==> src/rtl/subn_serial.sv <==
// subn_serial: bit-serial subtractor computing a - b - bin one bit per cycle, LSB first.
// Handshake: operands are accepted in IDLE on in_valid && in_ready. Results are held in DONE
// until out_ready is seen.
// Ports:
//   clk, reset          - single clock, synchronous active-high reset
//   a, b, bin, in_valid - operands, borrow-in and their valid strobe
//   in_ready            - high only in IDLE
//   diff, bout, ovf     - difference mod 2^WIDTH, unsigned borrow-out, signed overflow
//   out_valid           - high only in DONE
//   out_ready           - consumer accepts the result
module subn_serial #(
    parameter int unsigned WIDTH = 8
) (
    input  logic             clk,
    input  logic             reset,
    input  logic [WIDTH-1:0] a,
    input  logic [WIDTH-1:0] b,
    input  logic             bin,
    input  logic             in_valid,
    output logic             in_ready,
    output logic [WIDTH-1:0] diff,
    output logic             bout,
    output logic             ovf,
    output logic             out_valid,
    input  logic             out_ready
);

    localparam int unsigned CNT_W = $clog2(WIDTH);

    typedef enum logic [1:0] {
        IDLE = 2'd0,
        RUN  = 2'd1,
        DONE = 2'd2
    } state_t;

    state_t             r_state;
    state_t             w_state_next;

    logic [WIDTH-1:0]   r_a;
    logic [WIDTH-1:0]   r_b;
    logic [WIDTH-1:0]   r_res;
    logic               r_br;
    logic [CNT_W-1:0]   r_cnt;
    logic [WIDTH-1:0]   r_diff;
    logic               r_bout;
    logic               r_ovf;
    logic               r_in_ready;
    logic               r_out_valid;

    logic               w_accept;
    logic               w_last;
    logic               w_ai;
    logic               w_bi;
    logic               w_d;
    logic               w_br_next;
    logic [WIDTH-1:0]   w_res_next;

    assign w_accept = (r_state == IDLE) && in_valid;
    assign w_last   = (r_state == RUN) && (r_cnt == CNT_W'(WIDTH - 1));

    // Full-subtractor slice on the current LSBs of the shifted operands
    assign w_ai       = r_a[0];
    assign w_bi       = r_b[0];
    assign w_d        = w_ai ^ w_bi ^ r_br;
    assign w_br_next  = (~w_ai & w_bi) | (~(w_ai ^ w_bi) & r_br);
    assign w_res_next = {w_d, r_res[WIDTH-1:1]};

    // State register
    always_ff @(posedge clk) begin
        if (reset) begin
            r_state <= IDLE;
        end else begin
            r_state <= w_state_next;
        end
    end

    // Next-state logic
    always_comb begin
        w_state_next = r_state;
        case (r_state)
            IDLE:    if (in_valid)  w_state_next = RUN;
            RUN:     if (w_last)    w_state_next = DONE;
            DONE:    if (out_ready) w_state_next = IDLE;
            default:                w_state_next = IDLE;
        endcase
    end

    // Handshake flags registered from the next state so they track r_state exactly
    always_ff @(posedge clk) begin
        if (reset) begin
            r_in_ready  <= 1'b1;
            r_out_valid <= 1'b0;
        end else begin
            r_in_ready  <= (w_state_next == IDLE);
            r_out_valid <= (w_state_next == DONE);
        end
    end

    // Serial datapath; on the last bit r_a[0]/r_b[0] are the original sign bits
    always_ff @(posedge clk) begin
        if (reset) begin
            r_a    <= '0;
            r_b    <= '0;
            r_res  <= '0;
            r_br   <= 1'b0;
            r_cnt  <= '0;
            r_diff <= '0;
            r_bout <= 1'b0;
            r_ovf  <= 1'b0;
        end else if (w_accept) begin
            r_a   <= a;
            r_b   <= b;
            r_br  <= bin;
            r_cnt <= '0;
        end else if (r_state == RUN) begin
            r_a   <= r_a >> 1;
            r_b   <= r_b >> 1;
            r_br  <= w_br_next;
            r_res <= w_res_next;
            r_cnt <= r_cnt + CNT_W'(1);
            if (w_last) begin
                r_diff <= w_res_next;
                r_bout <= w_br_next;
                r_ovf  <= (w_ai != w_bi) && (w_d != w_ai);
            end
        end
    end

    assign in_ready  = r_in_ready;
    assign out_valid = r_out_valid;
    assign diff      = r_diff;
    assign bout      = r_bout;
    assign ovf       = r_ovf;

endmodule
==> config.mk <==
export PLATFORM = sky130hd
export DESIGN_NAME = subn_serial
export DESIGN_NICKNAME = d
export VERILOG_FILES = /design/src/rtl/subn_serial.sv
export SDC_FILE = /design/constraint.sdc
export NUM_CORES = 1
export LEC_CHECK = 0
export ABC_AREA = 1
export BUFFER_PORTS_ARGS = -buffer_cell sky130_fd_sc_hd__buf_2
export CORE_MARGIN = 3
export CORE_UTILIZATION = 35
export CTS_CLUSTER_SIZE = 28
export DETAILED_ROUTE_END_ITERATION = 12
export GPL_TIMING_DRIVEN = 0
export HOLD_SLACK_MARGIN = 0.08
export SETUP_SLACK_MARGIN = 0.05
export SYNTH_ARGS = -nofsm -noshare
export SYNTH_HDL_FRONTEND = slang
export SYNTH_SLANG_ARGS = --single-unit
==> constraint.sdc <==
create_clock -name clk -period 3.6 [get_ports clk]
set_clock_uncertainty 0.05 [all_clocks]
set_input_delay 0.72 -clock clk [delete_from_list [all_inputs] [get_ports clk]]
set_output_delay 0.72 -clock clk [all_outputs]
set_load 0.02 [all_outputs]
==> results.sh <==
export IMPL_grt_util_all_layers_pct=13.9
export IMPL_critical_path_top_delay_family="flip-flops"
export IMPL_ctsResizeCount=0
export IMPL_pwr_density_cell_nw_per_um2=454
export IMPL_maxCapViolations=0
export IMPL_dr_total_vias=1665
export IMPL_ys_seq_area_share_pct=45.2
export IMPL_port_buffers=31
export IMPL_fin_tns_setup_ns=0
export IMPL_cts_setup_buffers=0
export IMPL_netlist_area_um2=1810
export IMPL_hold_ws_ns=0.415
export IMPL_nNetsFinal=323
export IMPL_final_core_util_pct=44.4
export IMPL_clock_latency_ns=0.29
export IMPL_cts_sinks=41
export IMPL_critPathKind="flip-flop to output pin"
export IMPL_slowest_delay_ns=0.33
export IMPL_grt_max_degree=15
export IMPL_drt_iter0_markers=118
export IMPL_die_area_um2=6080
export IMPL_cts_hold_buf=0
export IMPL_synth_adder_area_share_pct=3.17
export IMPL_antenna_found_initial=0
export IMPL_viasPerCell=4.55
export IMPL_syn_nets=285
export IMPL_rr_startpoint="r_cnt[0]$_SDFFE_PP0P_"
export IMPL_max_slew_margin_pct=65.6
export IMPL_synth_edff_count=0
export IMPL_cts_buffers=5
export IMPL_ff2ff_path_depth=7
export IMPL_startpoint_type="flip-flop"
export IMPL_synth_top_family_by_area="simple AND/OR/NAND/NOR gates"
export IMPL_postSynthRegisterBits=41
export IMPL_maxClockFrequency_mhz=641
export IMPL_design_area_um2=2170
export IMPL_async_reset_ff_share_pct=0
export IMPL_synth_xor_area_share_pct=0.483
export IMPL_hp_class="flip-flop to flip-flop"
export IMPL_postSynthCellCount=260
export IMPL_critPathCaptureType="output pin"
export IMPL_peakVddDrop_v=0.000192
export IMPL_ys_flop_type="dfxtp_1"
export IMPL_synthSimpleGateAreaFrac_pct=31.0
export IMPL_die_h_um=78.0
export IMPL_grt_overflow_total=0
export IMPL_yosys_warnings=0
export IMPL_area_growth_pct=19.5
export IMPL_cts_root_buf="clkbuf_8"
export IMPL_crit_path_top_delay_cell="dfxtp_1"
export IMPL_grt_setup_unrepaired="false"
export IMPL_crit_chain="buf_2"
export IMPL_fin_crit_ns=1.56
export IMPL_path_buf_inv=1
export IMPL_drt_first_pass_iters=4
export IMPL_setup_viol=0
export IMPL_initial_utilization_pct=37.2
export IMPL_rows=25
export IMPL_drive_gt1_share_pct=17.4
export IMPL_antenna_cells=0
export IMPL_ys_types=19
export IMPL_crit_fanout=2
export IMPL_gp_congestion=0.797
export IMPL_htreeDepth=2
export IMPL_cp_num_cells=1
export IMPL_maxSlewViolCount=0
export IMPL_grt_first_pass_wirelength_mm=6.85
export IMPL_clkSlewWorstSetupHoldPaths_ns=0.08
export IMPL_finalCritPeriodShare_pct=43.3
export IMPL_crit_arrival_ns=0.79
export IMPL_place_area_um2=2050
export IMPL_ant_nets=0
export IMPL_ios=33
export IMPL_wl_per_cell_um=10.6
export IMPL_required_ns=2.83
export IMPL_yosys_mux_area_fraction_pct=0
export IMPL_post_route_drc_count=0
export IMPL_cts_tree="yes"
export IMPL_critPathCapture="bout"
export IMPL_synth_compound_area_share_pct=10.4
export IMPL_p_leak_nw=1.10
export IMPL_fillCellCount=562
export IMPL_ff2ff_setup_slack_ns=2.11
export IMPL_hold_viol_final=0
export IMPL_dpl_hpwl_mm=2.74
export IMPL_status="finished clean"
export IMPL_tightest_slew_ns=0.516
export IMPL_crit_start="bout$_SDFFE_PP0P_"
export IMPL_ctsLongestPathBuffers=2
export IMPL_chipWidth_um=78.0
export IMPL_routed_wl_mm=3.88
export IMPL_core_area_um2=4880
export IMPL_reg2reg_to="diff[4]$_SDFFE_PP0P_"
export IMPL_grt_pass1_vias=1514
export IMPL_syn_avg_cell_area_um2=6.98
==> synthesized netlist by cell type (2+ instances only) <==
cell,instances,area [µm²]
nand2_1,64,240
nor2_1,43,161
dfxtp_1,41,821
inv_1,26,97.6
nand3_1,26,130
a21oi_1,18,90.1
o21ai_0,18,90.1
buf_2,6,30.0
clkbuf_1,4,15.0
ha_1,3,37.5
buf_4,2,15.0
nor2_4,2,22.5
==> report_power, final <==
part           internal [mW]  switching [mW]  total (mW)
clock                  0.207           0.162       0.370
combinational         0.0474          0.0728       0.120
sequential             0.478          0.0163       0.495
==> worst min-delay path by stage <==
stage,startpoint,endpoint,slack (ns),cells past startpoint
final,r_a[1]$_SDFFE_PP0P_,r_a[1]$_SDFFE_PP0P_,0.42,2
after global routing,r_a[1]$_SDFFE_PP0P_,r_a[1]$_SDFFE_PP0P_,0.44,2
after CTS,r_b[2]$_SDFFE_PP0P_,r_b[2]$_SDFFE_PP0P_,0.42,2
after detailed placement,r_b[2]$_SDFFE_PP0P_,r_b[2]$_SDFFE_PP0P_,0.41,2
after global placement,r_a[1]$_SDFFE_PP0P_,r_a[1]$_SDFFE_PP0P_,0.40,2
after floorplan,r_b[1]$_SDFFE_PP0P_,r_b[1]$_SDFFE_PP0P_,0.39,2
==> sequential cells by signal, summed over array words and instances, names as in the netlist <==
signal and count:
r_b 8, r_res 7, diff 8, in_ready 1, r_br 1, ovf 1
out_valid 1, bout 1, r_state 2, r_cnt 3, r_a 8
==> metrics by stage <==
| step | instances | worst slack [ns] | total power [mW] |
|---|---|---|---|
| after floorplan | 260 | 2.03 | 0.590 |
| after global placement | 358 | 1.83 | 0.624 |
| after detailed placement | 358 | 1.83 | 0.626 |
| after CTS | 366 | 2.02 | 0.999 |
| after global routing | 366 | 1.95 | 1.04 |
| final | 366 | 2.04 | 0.985 |
==> placed cells by master (no fill, tap or decap) <==
cell,netlist,routed
clkbuf_8,0,5
inv_1,26,26
inv_2,1,1
fa_1,1,1
xor2_1,1,1
nand2_1,64,64
buf_4,2,2
clkbuf_1,4,4
clkinvlp_4,0,1
bufinv_16,0,1
nand3_1,26,26
o21ai_0,18,18
ha_1,3,3
nand3b_1,1,1
a21oi_1,18,18
nor2_1,43,43
o21ai_2,1,1
buf_2,6,37
clkinv_4,0,1
dfxtp_1,41,41
buf_6,1,1
nor2_4,2,2
buf_1,1,1
==> layout make-up <==
| cell class | instances | area (µm²) | share of cell area [%] |
|---|---|---|---|
| flip-flops and latches | 41 | 821 | 37.9 |
| well taps | 67 | 83.8 | 3.87 |
| inverters | 27 | 101 | 4.67 |
| plain buffers | 14 | 75.1 | 3.46 |
| multi-input cells | 178 | 817 | 37.7 |
| repair buffers | 31 | 155 | 7.16 |
| clock buffers | 5 | 68.8 | 3.17 |
| clock inverters | 3 | 46.3 | 2.14 |
==> per-layer routing <==
metal / vias up / track usage, % / part of all wire, %
li1: 887 / - / -
met1: 730 / 19.1 / 49
met2: 43 / 20.7 / 43
met3: 5 / 3.36 / 5.8
met4: 0 / 5.77 / 1.7
met5: - / 0 / 0
==> cell families (layout without fill, tap and decap cells) <==
family	Yosys count	in the layout
simple gates	136	136
flops	41	41
buf+inv	41	80
compound gates	37	37
fa+ha+maj	4	4
xor+xnor	1	1
Note: power is estimated with default switching activity, not from simulation.
